===== src/rtl/wb_pkg.sv =====
// Shared types and constants for the register-file writeback arbiter.
//   XLEN       : data width of a writeback result
//   REG_ADDR_W : architectural register address width
//   wb_src_t   : which producer owns the write port in a cycle
//   wb_entry_t : one buffered writeback (destination + data)
package wb_pkg;

    localparam int unsigned XLEN       = 32;
    localparam int unsigned REG_ADDR_W = 5;

    typedef enum logic [1:0] {
        WB_SRC_NONE,
        WB_SRC_ALU,
        WB_SRC_LD
    } wb_src_t;

    typedef struct packed {
        logic [REG_ADDR_W-1:0] rd;
        logic [XLEN-1:0]       data;
    } wb_entry_t;

endpackage


===== src/rtl/wb_load_fifo.sv =====
// In-order FIFO buffering load results until they win the write port.
// Optional build macro: WB_SCOREBOARD_EN exposes the entry array and a
// per-entry valid mask so the parent can build a pending-load mask.
// Ports:
//   clk, rst          : clock, synchronous active-high reset
//   push, push_entry  : enqueue request and payload (ignored when full)
//   pop               : dequeue request (ignored when empty)
//   head              : entry at the read pointer
//   full, empty, count: occupancy status (count in 0..DEPTH)
//   entries, entry_valid (WB_SCOREBOARD_EN only): storage snapshot
module wb_load_fifo
    import wb_pkg::*;
#(
    parameter  int unsigned DEPTH = 4,
    localparam int unsigned AW    = $clog2(DEPTH),
    localparam int unsigned CW    = AW + 1
) (
    input  logic            clk,
    input  logic            rst,
    input  logic            push,
    input  wb_entry_t       push_entry,
    input  logic            pop,
    output wb_entry_t       head,
    output logic            full,
    output logic            empty,
    output logic [CW-1:0]   count
`ifdef WB_SCOREBOARD_EN
    ,
    output wb_entry_t       entries [DEPTH],
    output logic [DEPTH-1:0] entry_valid
`endif
);

    wb_entry_t     mem_q [DEPTH];
    wb_entry_t     mem_d [DEPTH];
    logic [AW-1:0] wr_ptr_q, wr_ptr_d;
    logic [AW-1:0] rd_ptr_q, rd_ptr_d;
    logic [CW-1:0] count_q, count_d;
    logic          push_ok;
    logic          pop_ok;

    assign full    = (count_q == CW'(DEPTH));
    assign empty   = (count_q == '0);
    assign count   = count_q;
    assign head    = mem_q[rd_ptr_q];
    assign push_ok = push && !full;
    assign pop_ok  = pop && !empty;

    // Pointer, occupancy and storage next-state; pointers wrap naturally.
    always_comb begin
        mem_d    = mem_q;
        wr_ptr_d = wr_ptr_q;
        rd_ptr_d = rd_ptr_q;
        count_d  = count_q;
        if (push_ok) begin
            mem_d[wr_ptr_q] = push_entry;
            wr_ptr_d        = wr_ptr_q + AW'(1);
        end
        if (pop_ok) begin
            rd_ptr_d = rd_ptr_q + AW'(1);
        end
        case ({push_ok, pop_ok})
            2'b10:   count_d = count_q + CW'(1);
            2'b01:   count_d = count_q - CW'(1);
            default: count_d = count_q;
        endcase
    end

    // Control state is reset; payload storage is qualified by occupancy.
    always_ff @(posedge clk) begin
        if (rst) begin
            wr_ptr_q <= '0;
            rd_ptr_q <= '0;
            count_q  <= '0;
        end else begin
            wr_ptr_q <= wr_ptr_d;
            rd_ptr_q <= rd_ptr_d;
            count_q  <= count_d;
        end
    end

    always_ff @(posedge clk) begin
        mem_q <= mem_d;
    end

`ifdef WB_SCOREBOARD_EN
    assign entries = mem_q;

    // An entry is live when its distance from the read pointer is below count.
    always_comb begin
        entry_valid = '0;
        for (int i = 0; i < int'(DEPTH); i++) begin
            entry_valid[i] = CW'(AW'(AW'(i) - rd_ptr_q)) < count_q;
        end
    end
`endif

endmodule


===== src/rtl/regfile_writeback_arbiter.sv =====
// Writer end of the register-file write port. Merges single-cycle ALU
// results with buffered load results; a starvation counter forces the
// load FIFO to win after STARVE_LIMIT consecutive losses. Writes to x0 are
// consumed without asserting RegWrite.
// Optional build macro: WB_SCOREBOARD_EN drives ld_pending with a
// per-register mask of loads not yet visible in the register file;
// otherwise ld_pending is tied to zero.
// Ports:
//   clk, rst                         : clock, synchronous active-high reset
//   alu_valid/alu_ready/alu_rd/alu_data : ALU result handshake
//   ld_valid/ld_ready/ld_rd/ld_data     : load result handshake into the FIFO
//   RegWrite/WriteAddr/WriteData        : registered write port
//   ld_count                            : load FIFO occupancy
//   ld_pending                          : pending-load register mask
module regfile_writeback_arbiter #(
    parameter  int unsigned XLEN          = 32,
    parameter  int unsigned LD_FIFO_DEPTH = 4,
    parameter  int unsigned STARVE_LIMIT  = 3,
    localparam int unsigned CW            = $clog2(LD_FIFO_DEPTH) + 1
) (
    input  logic            clk,
    input  logic            rst,
    input  logic            alu_valid,
    output logic            alu_ready,
    input  logic [4:0]      alu_rd,
    input  logic [XLEN-1:0] alu_data,
    input  logic            ld_valid,
    output logic            ld_ready,
    input  logic [4:0]      ld_rd,
    input  logic [XLEN-1:0] ld_data,
    output logic            RegWrite,
    output logic [4:0]      WriteAddr,
    output logic [XLEN-1:0] WriteData,
    output logic [CW-1:0]   ld_count,
    output logic [31:0]     ld_pending
);

    import wb_pkg::*;

    localparam int unsigned DW = wb_pkg::XLEN;
    localparam int unsigned SW = $clog2(STARVE_LIMIT + 1);

    wb_entry_t       ld_push_entry;
    wb_entry_t       ld_head;
    logic            ld_full;
    logic            ld_empty;
    logic            ld_push;
    logic            ld_pop;
    logic            force_ld;
    wb_src_t         sel_src;
    logic [4:0]      sel_rd;
    logic [XLEN-1:0] sel_data;

    logic [SW-1:0]   starve_cnt_q, starve_cnt_d;
    logic            reg_write_q, reg_write_d;
    logic [4:0]      write_addr_q, write_addr_d;
    logic [XLEN-1:0] write_data_q, write_data_d;

`ifdef WB_SCOREBOARD_EN
    wb_entry_t                ld_entries [LD_FIFO_DEPTH];
    logic [LD_FIFO_DEPTH-1:0] ld_entry_valid;
    logic                     wb_from_ld_q, wb_from_ld_d;
`endif

    assign ld_push_entry.rd   = REG_ADDR_W'(ld_rd);
    assign ld_push_entry.data = DW'(ld_data);

    wb_load_fifo #(
        .DEPTH       (LD_FIFO_DEPTH)
    ) u_ld_fifo (
        .clk         (clk),
        .rst         (rst),
        .push        (ld_push),
        .push_entry  (ld_push_entry),
        .pop         (ld_pop),
        .head        (ld_head),
        .full        (ld_full),
        .empty       (ld_empty),
        .count       (ld_count)
`ifdef WB_SCOREBOARD_EN
        ,
        .entries     (ld_entries),
        .entry_valid (ld_entry_valid)
`endif
    );

    // Port arbitration: starved loads first, then ALU, then any load.
    always_comb begin
        force_ld = !ld_empty && (starve_cnt_q == SW'(STARVE_LIMIT));
        sel_src  = WB_SRC_NONE;
        sel_rd   = '0;
        sel_data = '0;
        if (force_ld) begin
            sel_src = WB_SRC_LD;
        end else if (alu_valid) begin
            sel_src = WB_SRC_ALU;
        end else if (!ld_empty) begin
            sel_src = WB_SRC_LD;
        end
        case (sel_src)
            WB_SRC_ALU: begin
                sel_rd   = alu_rd;
                sel_data = alu_data;
            end
            WB_SRC_LD: begin
                sel_rd   = 5'(ld_head.rd);
                sel_data = XLEN'(ld_head.data);
            end
            default: ;
        endcase
        alu_ready = !force_ld;
        ld_ready  = !ld_full;
        ld_push   = ld_valid && !ld_full;
        ld_pop    = (sel_src == WB_SRC_LD);
    end

    // Starvation counter and output-register next state.
    always_comb begin
        starve_cnt_d = starve_cnt_q;
        if (ld_empty || ld_pop) begin
            starve_cnt_d = '0;
        end else if (sel_src == WB_SRC_ALU && starve_cnt_q != SW'(STARVE_LIMIT)) begin
            starve_cnt_d = starve_cnt_q + SW'(1);
        end
        reg_write_d  = (sel_src != WB_SRC_NONE) && (sel_rd != 5'd0);
        write_addr_d = reg_write_d ? sel_rd : write_addr_q;
        write_data_d = reg_write_d ? sel_data : write_data_q;
`ifdef WB_SCOREBOARD_EN
        wb_from_ld_d = (sel_src == WB_SRC_LD);
`endif
    end

    always_ff @(posedge clk) begin
        if (rst) begin
            starve_cnt_q <= '0;
            reg_write_q  <= 1'b0;
            write_addr_q <= '0;
            write_data_q <= '0;
`ifdef WB_SCOREBOARD_EN
            wb_from_ld_q <= 1'b0;
`endif
        end else begin
            starve_cnt_q <= starve_cnt_d;
            reg_write_q  <= reg_write_d;
            write_addr_q <= write_addr_d;
            write_data_q <= write_data_d;
`ifdef WB_SCOREBOARD_EN
            wb_from_ld_q <= wb_from_ld_d;
`endif
        end
    end

    assign RegWrite  = reg_write_q;
    assign WriteAddr = write_addr_q;
    assign WriteData = write_data_q;

`ifdef WB_SCOREBOARD_EN
    // Registers still owed a load value: buffered entries plus the load
    // currently on the write port. x0 never needs tracking.
    always_comb begin
        ld_pending = '0;
        for (int i = 0; i < int'(LD_FIFO_DEPTH); i++) begin
            if (ld_entry_valid[i]) begin
                ld_pending[ld_entries[i].rd] = 1'b1;
            end
        end
        if (reg_write_q && wb_from_ld_q) begin
            ld_pending[write_addr_q] = 1'b1;
        end
        ld_pending[0] = 1'b0;
    end
`else
    assign ld_pending = '0;
`endif

endmodule


===== config.mk =====
export PLATFORM = sky130hd
export DESIGN_NAME = regfile_writeback_arbiter
export DESIGN_NICKNAME = d
export VERILOG_FILES = /design/src/rtl/wb_pkg.sv /design/src/rtl/wb_load_fifo.sv /design/src/rtl/regfile_writeback_arbiter.sv
export SDC_FILE = /design/constraint.sdc
export NUM_CORES = 1
export LEC_CHECK = 0
export CORE_MARGIN = 3
export CORE_UTILIZATION = 58
export CTS_BUF_LIST = sky130_fd_sc_hd__clkbuf_8
export DETAILED_ROUTE_END_ITERATION = 6
export PLACE_DENSITY = 0.87
export SYNTH_ARGS = -nofsm -noshare
export SYNTH_HDL_FRONTEND = slang
export SYNTH_SLANG_ARGS = --single-unit

===== constraint.sdc =====
create_clock -name clk -period 4.65 [get_ports clk]
set_clock_uncertainty 0.1 [all_clocks]
set_input_delay 0.6975 -clock clk [delete_from_list [all_inputs] [get_ports clk]]
set_output_delay 0.6975 -clock clk [all_outputs]
set_load 0.05 [all_outputs]

==> impl_metrics.csv, run 1 <==
group,metric,value,unit
route,wl_per_cell,21.0,µm
logic_synthesis,synth_cell_types,41,
clock_network,ctsHtreeMaxLevel,4,
placement,io_buffers,120,
job,maxCapViolCount,0,
setup_path,crit_required,3.85,ns
route,drt_pre_antenna_iters,5,
logic_synthesis,yosysMostFrequentCell,"edfxtp_1",
finish,fin_cells,828,
grt,overflow,0,
grt,grt_max_degree,48,
setup_path,crit_fanout,19,
sta,hold_viol,0,
floorplanning,fp.dieW,125,µm
logic_synthesis,synth_area,8260,µm²
logic_synthesis,yosys.area.top_type_share,53.8,%
logic_synthesis,netlist_instances,529,
clock_network,hold_buffers,0,
clock_network,clkTransAtPathRegs,0.09,ns
logic_synthesis,synth-edff-count,148,
power,p_per_area,508,nW/µm²
clock_network,cts_tree,"built",
setup_path,arrival,2.69,ns
sta,fmax,287,MHz
sta,max_slew_margin,31.2,%
setup_path,criticalPathCategory,"flop to primary output",
clock_network,clockRootBuffer,"clkbuf_8",
floorplanning,rows,42,
logic_synthesis,yosys_warnings,0,
logic_synthesis,avgSynthCellArea,15.6,µm²
grt,grt_pass1_vias,5001,
floorplanning,core_area,13600,µm²
logic_synthesis,yosysTopAreaCell,"edfxtp_1",
route,drt_iter0_markers,369,
logic_synthesis,synthArstFlopShare,0,%
sta,setup_viol,0,
sta,post-route-period-util,74.9,%
grt,grt_pass1_wl,27300,µm
setup_path,worstSetupEndpointType,"primary output",
finish,antenna_cells,0,
floorplanning,dieHeight,125,µm
power,vdd_drop_max,0.286,mV
route,ant_nets,0,
clock_network,cts_num_sinks,195,
clock_network,clk_latency,0.46,ns
route,totalWireLength,17400,µm
floorplanning,io_pins,153,
clock_network,cts_setup_buffers,0,
clock_network,post_cts_resized,0,
sta,tightest_slew,1.03,ns
placement,dp_cells,796,
grt,grtUsageTotal,22.8,%
route,vias_per_cell,5.88,
placement,hpwl,11400,µm
route,drt_drc_violations_left,0,
logic_synthesis,yosys-top-cells-count,"148 x edfxtp_1, 67 x nand3_1, 47 x dfxtp_1",
finish,fillerInstances,871,
logic_synthesis,synthTopCellsByArea,"edfxtp_1 54%, dfxtp_1 11%, mux4_2 9.5%",
sta,rsz0062_at_grt,"no",
sta,finalSetupTns,0,ns
floorplanning,initial_core_util,60.9,%
placement,gp_congestion,0.755,
sta,drv_slew,0,
floorplanning,dieArea,15700,µm²
setup_path,crit_path_start_kind,"flop",
route,via_count,4866,
logic_synthesis,synth.ff_latch_count,195,
power,p_leak,3.38,nW
logic_synthesis,ys_seq_area_share,65.2,%
outcome,outcome,"completed",
grt,antenna_found_initial,1,
clock_network,cts_made_buffers,17,
sta,period_needed,3.48,ns
min_path,hold_path.class,"flop to flop",
min_path,hold_depth,1,
finish,drive_gt1_share,16.7,%
finish,syn2layout_area_growth,19.4,%
finish,nNetsFinal,724,
logic_synthesis,synth-main-ff-cell,"edfxtp_1",
setup_path,reg2reg_depth,6,
clock_network,clockBufferDepth,2,
final timing paths:
check	slack [ns]	to	from
setup / recovery	1.17	alu_ready	u_ld_fifo.count[2]$_SDFFE_PP0P_
hold / removal	0.35	starve_cnt_q[0]$_SDFFE_PP0P_	starve_cnt_q[0]$_SDFFE_PP0P_
setup reg to reg	1.50	WriteData[0]$_SDFFE_PP0P_	u_ld_fifo.count[2]$_SDFFE_PP0P_
hold reg to reg	0.35	starve_cnt_q[0]$_SDFFE_PP0P_	starve_cnt_q[0]$_SDFFE_PP0P_
flip-flops by register name, summed over array words and instances, names as in the netlist:
signal / count
RegWrite: 1
WriteAddr: 5
WriteData: 32
starve_cnt_q: 2
u_ld_fifo.count: 3
u_ld_fifo.mem_q: 148
u_ld_fifo.rd_ptr_q: 2
u_ld_fifo.wr_ptr_q: 2
where the power goes:
group	internal, mW	total [mW]	switching (mW)
logic	0.690	1.66	0.973
registers	2.11	2.24	0.123
clock network	0.551	1.11	0.555
per-stage QoR:
step / hold WS (ns) / cell area (µm²) / power (mW) / setup WS (ns) / util (%)
3_3_place_gp: 0.315 / 9450 / 3.89 / 1.28 / 69.7
4_1_cts: 0.349 / 9860 / 5.03 / 1.16 / 72.7
3_5_place_dp: 0.336 / 9450 / 3.94 / 1.23 / 69.7
6_report: 0.347 / 9860 / 5.00 / 1.17 / 72.7
5_1_grt: 0.381 / 9860 / 5.22 / 1.07 / 72.7
2_1_floorplan: 0.307 / 8370 / 3.50 / 1.64 / -
routing by layer:
layer | track usage, % | wire, µm | vias up
met4 | 9.50 | 440 | 2
li1 | - | - | 2169
met3 | 5.03 | 1110 | 39
met1 | 28.3 | 6820 | 2429
met5 | 0 | 13 | -
met2 | 38.9 | 8980 | 227
placed cells by master (no fill, tap or decap), drive strengths merged, types with 2 or more instances in the layout:
master / netlist / layout
a21oi: 35 / 35
a22oi: 4 / 4
and2: 2 / 2
and3: 4 / 4
buf: 48 / 9
bufinv: 0 / 3
clkbuf: 20 / 19
clkdlybuf4s50: 0 / 119
clkinv: 0 / 3
clkinvlp: 0 / 3
conb: 1 / 32
dfxtp: 47 / 47
edfxtp: 148 / 148
ha: 6 / 6
inv: 7 / 11
mux2: 32 / 32
mux4: 37 / 37
nand2: 4 / 4
nand3: 67 / 67
nor2: 7 / 7
nor2b: 36 / 36
o211ai: 2 / 2
o2bb2ai: 4 / 4
or3: 2 / 2
xnor2: 2 / 2
xor2: 3 / 3
critical path, cell delays in order (launching register included):
cell	delay (ns)
dfxtp_1	0.39
o31ai_4	0.87
clkdlybuf4s50_1	0.96
cells by family after synthesis:
kind of cell / after synthesis / synth area share (%)
AO/OA/AOI/OAI: 49 / 3.44
XOR/XNOR: 5 / 0.530
adder cells (fa/ha/maj): 7 / 1.15
buffers and inverters: 75 / 5.62
flip-flops: 195 / 65.2
multiplexers: 69 / 15.5
other: 1 / 0.0454
AND/OR/NAND/NOR: 128 / 8.55
layout make-up:
| class | count | area, µm² | area share [%] |
|---|---|---|---|
| timing repair buffer | 128 | 1270 | 12.9 |
| clock inverter | 13 | 146 | 1.49 |
| tap | 176 | 220 | 2.23 |
| inverter | 7 | 26.3 | 0.267 |
| clock buffer | 19 | 262 | 2.65 |
| sequential | 195 | 5390 | 54.7 |
| multi-input combinational | 290 | 2550 | 25.8 |
(Power assumes the default switching activity.)
==> run 2: changes to the inputs <==
Settings changed: CORE_UTILIZATION 58 to 54, PLACE_DENSITY 0.87 to 0.82.
Clock period 4.65 ns to 3.61 ns, I/O delays scaled along.
==> impl_metrics.csv, run 2 (synthesized netlist as in run 1, its figures left out) <==
group,metric,value,unit
power,p_leak,3.40,nW
placement,io_buffers,120,
clock_network,ctsHtreeMaxLevel,4,
sta,max_slew_margin,47.8,%
power,p_int,4.25,mW
clock_network,hold_buffers,0,
power,vdd_drop_max,0.323,mV
placement,dp_cells,812,
placement,hpwl,10800,µm
clock_network,cts_setup_buffers,0,
route,drt_pre_antenna_iters,7,
setup_path,arrival,3.03,ns
sta,post-route-period-util,77.2,%
floorplanning,dieArea,16800,µm²
sta,period_needed,2.79,ns
route,vias_per_cell,5.57,
grt,grt_pass1_wl,25900,µm
finish,syn2layout_area_growth,19.9,%
clock_network,cts_num_sinks,195,
power,p_clk_share,21.3,%
power,p_per_area,643,nW/µm²
floorplanning,fp.dieW,130,µm
finish,nNetsFinal,732,
floorplanning,io_pins,153,
placement,gp_congestion,0.773,
finish,largest_reg_flops,148,
setup_path,crit_buf_inv,1,
clock_network,clockBufferDepth,2,
power,combPwrFrac,33.5,%
setup_path,crit_fanout,37,
finish,mostFrequentLayoutCells,"148 x edfxtp_1, 119 x clkdlybuf4s50_1, 67 x nand3_1, 45 x dfxtp_1, 36 x nor2b_1",
clock_network,clkTransAtPathRegs,0.09,ns
finish,regMostFlops,"u_ld_fifo.mem_q",
grt,grt_pass1_vias,4923,
floorplanning,rows,44,
setup_path,crit_required,3.85,ns
min_path,hold_path.class,"flop to flop",
grt,overflow,0,
finish,fin_cells,844,
sta,drv_slew,0,
setup_path,crit_path_max_incr_delay,0.67,ns
floorplanning,dieHeight,130,µm
floorplanning,core_area,14800,µm²
sta,tightest_slew,0.783,ns
setup_path,crit_path_start_kind,"flop",
power,power.total,6.37,mW
grt,grtUsageTotal,20.5,%
finish,drive_gt1_share,18.2,%
grt,grt_max_degree,38,
setup_path,cp_slowest_cell,"mux4_1",
setup_path,path_delay_family,"multiplexers",
clock_network,clk_latency,0.45,ns
sta,rsz0062_at_grt,"no",
clock_network,cts_made_buffers,17,
route,totalWireLength,16700,µm
floorplanning,initial_core_util,56.0,%
clock_network,clockRootBuffer,"clkbuf_8",
setup_path,criticalPathCategory,"flop to flop",
sta,fmax,359,MHz
sta,setup_viol,0,
sta,hold_viol,0,
route,drt_iter0_markers,300,
route,ant_nets,0,
finish,final_common_cell,"edfxtp_1",
setup_path,worstSetupEndpointType,"flop",
sta,holdWs,0.353,ns
power,p_seq_share,45.2,%
setup_path,worstPathCellList,"mux4_1 -> nor4_2 -> o211a_2 -> buf_12 -> mux2_2",
route,drt_drc_violations_left,0,
clock_network,cts_tree,"built",
grt,antenna_found_initial,0,
outcome,outcome,"completed",
clock_network,post_cts_resized,0,
power,power.switching,2.12,mW
job,maxCapViolCount,0,
route,wl_per_cell,19.8,µm
route,via_count,4705,
power,netSwitchingFraction,33.3,%
finish,fillerInstances,990,
sta,finalSetupTns,0,ns
finish,antenna_cells,0,
-- run 2: final timing paths --
path	endpoint	start	cells past startpoint	slack (ns)
worst max-delay path	WriteData[4]$_SDFFE_PP0P_	u_ld_fifo.rd_ptr_q[0]$_SDFFE_PP0P_	5	0.82
worst min-delay path	starve_cnt_q[0]$_SDFFE_PP0P_	starve_cnt_q[0]$_SDFFE_PP0P_	1	0.35
worst max register to register	WriteData[4]$_SDFFE_PP0P_	u_ld_fifo.rd_ptr_q[0]$_SDFFE_PP0P_	5	0.82
worst min register to register	starve_cnt_q[0]$_SDFFE_PP0P_	starve_cnt_q[0]$_SDFFE_PP0P_	1	0.35
-- run 2: power by group through the flow --
stage | combinational [mW] | sequential, mW | clock [mW]
detailed placement | 2.15 | 2.93 | 0
CTS | 2.15 | 2.88 | 1.38
floorplan | 1.28 | 3.23 | 0
global placement | 2.11 | 2.91 | 0
global route | 2.27 | 2.91 | 1.46
finish | 2.14 | 2.88 | 1.36
-- run 2: per-stage QoR --
step,instance area (µm²),setup slack [ns],util (%)
after floorplan,8370,0.600,-
after global placement,9520,0.851,64.5
after detailed placement,9520,0.780,64.5
after CTS,9900,0.789,67.1
after global routing,9900,0.664,67.1
final,9900,0.822,67.1
-- run 2: final cells by class --
cell class              count  area (µm²)  area share [%]
flip-flops and latches    195        5390            54.4
multi-input cells         290        2550            25.7
repair buffers            136        1330            13.4
clock buffers              18         248            2.50
well taps                 184         230            2.32
clock inverters            14         138            1.39
inverters                   7        26.3           0.265
-- run 2: routing by layer --
metal  global-route usage, %  vias up  share of wire [%]
li1                        -     2175                  -
met3                    4.49       21                7.0
met4                    6.48        0                1.4
met5                       0        -                  0
met1                    26.2     2323                 40
met2                    35.1      186                 52
-- run 2: worst register-to-register path, cell delays in order (launching register included) --
cell and delay (ns):
dfxtp_2 0.61, mux4_1 0.67, nor4_2 0.37, o211a_2 0.26
buf_12 0.28, mux2_2 0.40
==> run 3: changes to the inputs <==
Settings changed: CORE_UTILIZATION 54 to 49, PLACE_DENSITY 0.82 to 0.79.
Clock period 3.61 ns to 2.45 ns, I/O delays scaled along.
==> impl_metrics.csv, run 3 (synthesized netlist as in run 1, its figures left out) <==
group,metric,value,unit
clock_network,clockBufferDepth,2,
grt,grtUsageTotal,18.9,%
route,via_count,4824,
setup_path,reg2reg_to,"WriteData[27]$_SDFFE_PP0P_",
route,totalWireLength,16800,µm
grt,grt_max_degree,57,
power,p_int,6.33,mW
floorplanning,initial_core_util,51.1,%
clock_network,cts_made_buffers,17,
sta,period_needed,2.36,ns
finish,post-route-cell-area,10100,µm²
setup_path,crit_path_start_kind,"flop",
finish,nNetsFinal,738,
clock_network,clk_latency,0.46,ns
setup_path,critPathLaunch,"u_ld_fifo.rd_ptr_q[0]$_SDFFE_PP0P_",
setup_path,arrival,2.60,ns
grt,antenna_found_initial,1,
finish,syn2layout_area_growth,22.0,%
placement,gp_congestion,0.834,
route,drt_drc_violations_left,0,
finish,fin_cells,882,
finish,drive_gt1_share,20.0,%
route,wl_met1,6620,µm
clock_network,cts_tree,"built",
grt,grt_pass1_wl,26200,µm
route,wl_met2,8680,µm
route,vias_per_cell,5.47,
sta,fmax,424,MHz
finish,fillerInstances,1132,
grt,overflow,0,
sta,drv_slew,0,
sta,setup_viol,0,
finish,final_common_cell,"edfxtp_1",
setup_path,crit_required,2.69,ns
placement,hpwl,11100,µm
finish,largest_reg_flops,148,
power,p_per_area,939,nW/µm²
power,power.switching,3.13,mW
clock_network,cts_num_sinks,195,
sta,tightest_slew,0.546,ns
floorplanning,fp.dieW,136,µm
setup_path,worstSetupEndpointType,"flop",
placement,dp_cells,849,
clock_network,clkTransAtPathRegs,0.09,ns
floorplanning,dieHeight,136,µm
sta,finalSetupTns,0,ns
sta,holdWs,0.342,ns
setup_path,criticalPathCategory,"flop to flop",
route,wl_met3,1200,µm
power,netSwitchingFraction,33.1,%
setup_path,crit_fanout,18,
sta,post-route-period-util,96.3,%
power,combPwrFrac,35.4,%
finish,antenna_cells,0,
setup_path,cp-endpoint,"WriteData[27]$_SDFFE_PP0P_",
floorplanning,dieArea,18400,µm²
finish,mostFrequentLayoutCells,"148 x edfxtp_1, 116 x clkdlybuf4s50_1, 67 x nand3_1, 42 x dfxtp_1, 36 x nor2b_1",
clock_network,hold_buffers,0,
min_path,hold_path.class,"flop to flop",
route,drt_iter0_markers,380,
power,vdd_drop_max,0.528,mV
setup_path,r2r_slack,0.09,ns
clock_network,clockRootBuffer,"clkbuf_8",
power,p_clk_share,20.1,%
sta,hold_viol,0,
route,wl_per_cell,19.1,µm
floorplanning,rows,46,
route,drt_pre_antenna_iters,4,
floorplanning,io_pins,153,
setup_path,r2r-start,"u_ld_fifo.rd_ptr_q[0]$_SDFFE_PP0P_",
clock_network,ctsHtreeMaxLevel,4,
outcome,outcome,"completed",
power,p_leak,3.46,nW
grt,grt_pass1_vias,4986,
route,ant_nets,0,
power,p_seq_share,44.5,%
sta,max_slew_margin,63.6,%
job,maxCapViolCount,0,
finish,regMostFlops,"u_ld_fifo.mem_q",
placement,io_buffers,120,
route,top_layer,"met5",
setup_path,reg2reg_depth,5,
sta,rsz0062_at_grt,"no",
placement,placed_area,9680,µm²
floorplanning,core_area,16200,µm²
-- run 3: changes by cell type in the layout (fill, tap and decap cells not counted), sizes merged --
| cell | previous run | this run |
|---|---|---|
| clkdlybuf4s50 | 119 | 116 |
| clkinvlp | 3 | 2 |
| inv | 8 | 10 |
| buf | 17 | 25 |
| bufinv | 2 | 1 |
| clkinv | 8 | 6 |
| dlygate4sd2 | 0 | 1 |
| clkbuf | 18 | 20 |
-- run 3: power by group through the flow --
stage	clock network [mW]	logic [mW]	registers (mW)
floorplan	0	1.91	4.77
global placement	0	3.28	4.25
detailed placement	0	3.35	4.28
CTS	1.95	3.36	4.22
global route	2.10	3.57	4.25
finish	1.91	3.35	4.21
-- run 3: area by class of cell --
type	instances	area (µm²)	area share, %
clock buffers	20	275	2.73
clock inverters	12	92.6	0.919
inverters	7	26.3	0.261
multi-input cells	290	2580	25.6
flip-flops and latches	195	5400	53.6
well taps	216	270	2.68
repair buffers	142	1430	14.2
-- run 3: worst max-delay path, stage by stage, from the launching register on --
cell,delay (ns)
dfxtp_4,0.40
mux4_1,0.63
nor4_4,0.33
o211a_4,0.24
buf_12,0.18
mux2_1,0.34
-- run 3: worst min path at each step --
| stage | slack [ns] | end | depth (start not counted) | from |
|---|---|---|---|---|
| 6_report | 0.34 | starve_cnt_q[0]$_SDFFE_PP0P_ | 1 | starve_cnt_q[0]$_SDFFE_PP0P_ |
| 4_1_cts | 0.34 | starve_cnt_q[0]$_SDFFE_PP0P_ | 1 | starve_cnt_q[0]$_SDFFE_PP0P_ |
| 2_1_floorplan | 0.31 | starve_cnt_q[0]$_SDFFE_PP0P_ | 1 | starve_cnt_q[0]$_SDFFE_PP0P_ |
| 3_5_place_dp | 0.33 | starve_cnt_q[0]$_SDFFE_PP0P_ | 1 | starve_cnt_q[0]$_SDFFE_PP0P_ |
| 3_3_place_gp | 0.32 | starve_cnt_q[0]$_SDFFE_PP0P_ | 1 | starve_cnt_q[0]$_SDFFE_PP0P_ |
| 5_1_grt | 0.38 | starve_cnt_q[0]$_SDFFE_PP0P_ | 1 | starve_cnt_q[0]$_SDFFE_PP0P_ |
-- run 3: what timing repair did --
item                       4_1_cts  5_1_grt
resized for setup                2        2
setup buffers                    1        0
setup endpoints to repair       21       32
pin swaps                        2        1
-- run 3: routing by layer --
layer  global-route usage [%]  up-vias
met1                     23.7     2389
met3                     4.40       22
met4                     6.94        2
li1                         -     2190
met2                     32.2      221
met5                        0        -
-- run 3: stage by stage --
step                utilization [%]  setup slack, ns  power [mW]
detailed placement             59.9           -0.147        7.63
global route                   62.3          0.00811        9.93
global placement               59.9           -0.126        7.54
CTS                            62.2           0.0129        9.52
floorplan                         -          0.00651        6.68
finish                         62.3           0.0899        9.46
